## src/rtl/seq_add_sub.sv

```systemverilog
`timescale 1ns/1ps
// Digit-serial adder/subtractor: adds or subtracts two WIDTH-bit operands DIGIT bits per clock.
// Latency: exactly N = WIDTH/DIGIT edges from the accepting edge to the one-cycle done pulse.
// Backpressure: none; start is ignored while busy, accepted in IDLE or DONE (back-to-back).
module seq_add_sub #(
    parameter int WIDTH = 8,
    parameter int DIGIT = 4
) (
    input  logic             clk,
    input  logic             rst_n,
    input  logic             start,
    input  logic [WIDTH-1:0] a,
    input  logic [WIDTH-1:0] b,
    input  logic             cin,
    input  logic             sub,
    output logic             busy,
    output logic             done,
    output logic [WIDTH-1:0] s,
    output logic             cout,
    output logic             ovf
);

    localparam int N  = WIDTH / DIGIT;
    localparam int CW = (N > 1) ? $clog2(N) : 1;
    localparam logic [CW-1:0] LAST = CW'(N - 1);

    typedef enum logic [1:0] {
        IDLE = 2'd0,
        RUN  = 2'd1,
        DONE = 2'd2
    } state_t;

    state_t state, state_nxt;

    // Operands are held pre-conditioned: in subtract mode b is inverted and
    // the carry-in inverted, so the datapath is always a plain adder.
    logic [WIDTH-1:0]       a_q;
    logic [WIDTH-1:0]       b_q;
    logic                   carry;
    logic                   a_msb;
    logic                   b_msb;
    logic [CW-1:0]          cnt;
    logic [WIDTH-1:0]       acc;

    logic                   accept;
    logic                   last;
    logic [DIGIT:0]         slice_sum;
    logic [WIDTH+DIGIT-1:0] acc_cat;
    logic [WIDTH-1:0]       acc_nxt;

    assign accept    = start && (state != RUN);
    assign last      = (cnt == LAST);
    // Low slice of the shifting operands plus the carry from the previous slice.
    assign slice_sum = {1'b0, a_q[DIGIT-1:0]} + {1'b0, b_q[DIGIT-1:0]} + {{DIGIT{1'b0}}, carry};
    // New slice enters at the top; after N slices the accumulator is LSB-aligned.
    assign acc_cat   = {slice_sum[DIGIT-1:0], acc};
    assign acc_nxt   = acc_cat[WIDTH+DIGIT-1:DIGIT];

    // State register.
    always_ff @(posedge clk or negedge rst_n) begin
        if (!rst_n) begin
            state <= IDLE;
        end else begin
            state <= state_nxt;
        end
    end

    // Next-state logic: RUN lasts exactly N edges, DONE lasts one.
    always_comb begin
        state_nxt = state;
        case (state)
            IDLE:    state_nxt = start ? RUN : IDLE;
            RUN:     state_nxt = last ? DONE : RUN;
            DONE:    state_nxt = start ? RUN : IDLE;
            default: state_nxt = IDLE;
        endcase
    end

    // Status outputs decoded from the state.
    always_comb begin
        busy = (state == RUN);
        done = (state == DONE);
    end

    // Operand capture, slice-by-slice accumulation and result update on the final slice.
    always_ff @(posedge clk or negedge rst_n) begin
        if (!rst_n) begin
            a_q   <= '0;
            b_q   <= '0;
            carry <= 1'b0;
            a_msb <= 1'b0;
            b_msb <= 1'b0;
            cnt   <= '0;
            acc   <= '0;
            s     <= '0;
            cout  <= 1'b0;
            ovf   <= 1'b0;
        end else if (accept) begin
            a_q   <= a;
            b_q   <= sub ? ~b : b;
            carry <= cin ^ sub;
            a_msb <= a[WIDTH-1];
            b_msb <= b[WIDTH-1] ^ sub;
            cnt   <= '0;
            acc   <= '0;
        end else if (state == RUN) begin
            a_q   <= a_q >> DIGIT;
            b_q   <= b_q >> DIGIT;
            carry <= slice_sum[DIGIT];
            acc   <= acc_nxt;
            cnt   <= cnt + 1'b1;
            if (last) begin
                s    <= acc_nxt;
                cout <= slice_sum[DIGIT];
                ovf  <= (a_msb == b_msb) && (acc_nxt[WIDTH-1] != a_msb);
            end
        end
    end

endmodule

```

## config.mk

```make
export PLATFORM = sky130hd
export DESIGN_NAME = seq_add_sub
export DESIGN_NICKNAME = d
export VERILOG_FILES = /design/src/rtl/seq_add_sub.sv
export SDC_FILE = /design/constraint.sdc
export NUM_CORES = 1
export LEC_CHECK = 0
export CAP_MARGIN = 10
export CORE_ASPECT_RATIO = 0.5
export CORE_UTILIZATION = 55
export CTS_CLUSTER_SIZE = 30
export DETAILED_ROUTE_END_ITERATION = 12
export GPL_ROUTABILITY_DRIVEN = 0
export MAX_ROUTING_LAYER = met4
export PLACE_DENSITY = 0.86
export SYNTH_ARGS = -nofsm -noshare
export SYNTH_HDL_FRONTEND = slang
export SYNTH_SLANG_ARGS = --single-unit
```

## constraint.sdc

```tcl
create_clock -name clk -period 4.6 [get_ports clk]
set_clock_uncertainty 0.1 [all_clocks]
set_input_delay 1.15 -clock clk [delete_from_list [all_inputs] [get_ports clk]]
set_output_delay 1.15 -clock clk [all_outputs]
set_load 0.1 [all_outputs]
```

==> out/metrics.csv <==
metric;value;unit
DRC;0;
Ant. Diodes;0;
CP delay by family, top;buffers and inverters;
clock latency on the worst-skew pair;0.29;ns
clock-pin slew on the worst setup and hold paths;0.07;ns
Pre-Repair DR Iteration Count;4;
flops & latches, synth;36;
CP Launch Point;state[0];
Cells after Synth;155;
Fmax achieved;0.3156;GHz
fin crit period;3.168;ns
CP Cell Sequence;nor2b_1, clkdlybuf4s50_1;
Sw Ratio;0.4930;
RR Startpoint;a_q[0];
final wirelength;3.267;mm
internal power;834.2;µW
DP Area;2016;µm²
RSZ-0062 raised after global routing;false;
synth top area cells;dfrtp_1 (53%), o21ai_0 (5.3%), xnor2_1 (5.2%);
P per Cell Area;786.0;nW/µm²
Crit Path Class;register to output port;
Core Box Area;2749;µm²
status;complete, no violations;
CP bufs+invs;1;
worst r2r path cells;5;
cell area after layout;2093;µm²
Min-Delay Startpoint;ovf;
sequential share of power;0.335;
aggregate global routing overflow;0;
vias in the first global route;1145;
CTS sink count;36;
RR Endpoint;carry;
sequential-to-total area share from yosys stat;0.5310;
hold slack;0.3793;ns
final std cells w/o fill;224;
global-route wire length before repair;5.285;mm
Synth top area share;0.5310;
synth cell count leaders;dfrtp_1 (36), nand2_1 (19), o21ai_0 (18), nor2_1 (12), xnor2_1 (10);
hold crit path type;register to register;
ANT nets after route;0;
multi-input logic area;724.4;µm²
post-synthesis cell area;1697;µm²
CTS resizes;0;
Post-CTS Hold Buffers;0;
Slew @ Worst Pin;0.9663;ns
Combinational Power Share;0.537;
CTS tree;built;
clock power share;0.128;
WHS Path Cells;2;
critical path's slowest cell;clkdlybuf4s50_1;
DP Wirelength;2.286;mm
FP Rows;13;
Initial Utilization;0.6172;
CP max stage delay;1.13;ns
Slew headroom;0.3538;
# IOs;33;
antenna violations before repair;0;
Synthesized Nets;181;
DRT iter0 DRCs;69;
Area Growth Syn to Fin;23.38;%
Setup TNS;0;ns
flop-to-flop setup slack;2.53;ns
Die H;41.28;µm
largest net degree at the start of global routing;37;
Seq. cell area;900.9;µm²
Slew Limit Fails;0;
worst path required time;3.35;ns
library cells used by synthesis;30;
WP data arrival;1.92;ns
Final Hold Fails;0;
Synth area leader;dfrtp_1;
Total Nets Final;213;
die area;3324;µm²
CTS Buf Count;5;
Lkg Pwr;0.9531;nW
max-capacitance violation count;0;
# setup viols final;0;
startpoint types;register;
Max Root-Sink Buffers;2;
fraction of registers with async set/reset;1.000;
postcts setup bufs;0;
count leader, synth;dfrtp_1;
ratio of cells with drive above 1 in the final layout;0.1016;
Min-Delay Endpoint;ovf;
CP endpoint kind;output port;
Synth warnings;0;
total placed cells including tap cells;217;
ys flop type;dfrtp_1;
filler instances;179;
syn avg cell area;10.95;µm²
critical-path maximum fanout;3;
via count;1209;
Clock Root Buffer;clkbuf_8;
die width;80.55;µm
port buffer count;32;
Worst VDD drop;641.8;µV
wire per inst;14.58;µm
H-Tree Depth;2;
final period utilization;0.6887;
Switching Power;811.0;µW
Via density;5.397;
gr usage total;0.2414;
EDFF count, synth;0;
==> flip-flops by register name (all words and copies together) (netlist names) <==
signal and count:
carry 1, s 8, ovf 1, cnt 1
b_msb 1, cout 1, a_msb 1, a_q 8
acc 4, state 2, b_q 8
==> tightest hold or removal path, stage by stage, from the launching register on <==
cell,delay [ns]
dfrtp_1,0.34
nand2_1,0.05
nand3_1,0.06
==> power by group through the flow <==
stage | combinational, mW | clock [mW] | sequential (mW)
after floorplan | 0.438 | 0 | 0.809
after global placement | 0.856 | 0 | 0.546
after detailed placement | 0.883 | 0 | 0.556
after CTS | 0.889 | 0.214 | 0.551
after global routing | 0.951 | 0.226 | 0.569
final | 0.883 | 0.211 | 0.551
==> cell type report <==
type                    count  share of cell area
clock buffers               6             0.03467
flip-flops and latches     36              0.4304
multi-input cells         107              0.3461
clock inverters             1            0.002391
inverters                   3            0.005380
repair buffers             34              0.1590
well taps                  37             0.02212
==> through the flow <==
step / setup slack [ns] / power (mW) / util
detailed placement: 1.687 / 1.438 / 0.7333
finish: 1.432 / 1.645 / 0.7615
CTS: 1.420 / 1.655 / 0.7615
global placement: 1.739 / 1.402 / 0.7333
global route: 1.341 / 1.746 / 0.7615
floorplan: 1.632 / 1.247 / -
==> cell usage in the layout, fill, tap and decap left out, types with 3 or more instances in the layout <==
cell             instances
nor2_1                  12
xnor2_1                 10
nand2_1                 19
a21oi_1                  6
o21ai_0                 18
buf_4                    3
dfrtp_1                 36
ha_1                     3
clkbuf_8                 5
clkdlybuf4s50_1         31
mux2_2                   5
nand3_1                  5
mux2i_1                  8
a211oi_1                 4
==> worst max-delay path by stage <==
stage | end | slack [ns] | depth (start not counted)
floorplan | done | 1.63 | 1
global placement | done | 1.74 | 2
detailed placement | b_q[2] | 1.69 | 5
CTS | done | 1.42 | 2
global route | done | 1.34 | 2
finish | done | 1.43 | 2
==> cells by family after synthesis <==
group                    share of synthesized area
adder cells (fa/ha/maj)                    0.04573
flip-flops                                  0.5310
multiplexers                               0.09808
AO/OA/AOI/OAI                               0.1150
AND/OR/NAND/NOR                             0.1114
XOR/XNOR                                   0.05678
buffers and inverters                      0.04203
==> layer usage <==
| metal | part of all wire | up-vias | track usage |
|---|---|---|---|
| met5 | 0 | - | - |
| met2 | 0.47 | 32 | 0.3962 |
| met1 | 0.47 | 577 | 0.2899 |
| met4 | 0.019 | 0 | 0.1071 |
| met3 | 0.043 | 9 | 0.06889 |
| li1 | - | 591 | - |
Power figures use the tool's default switching activity.
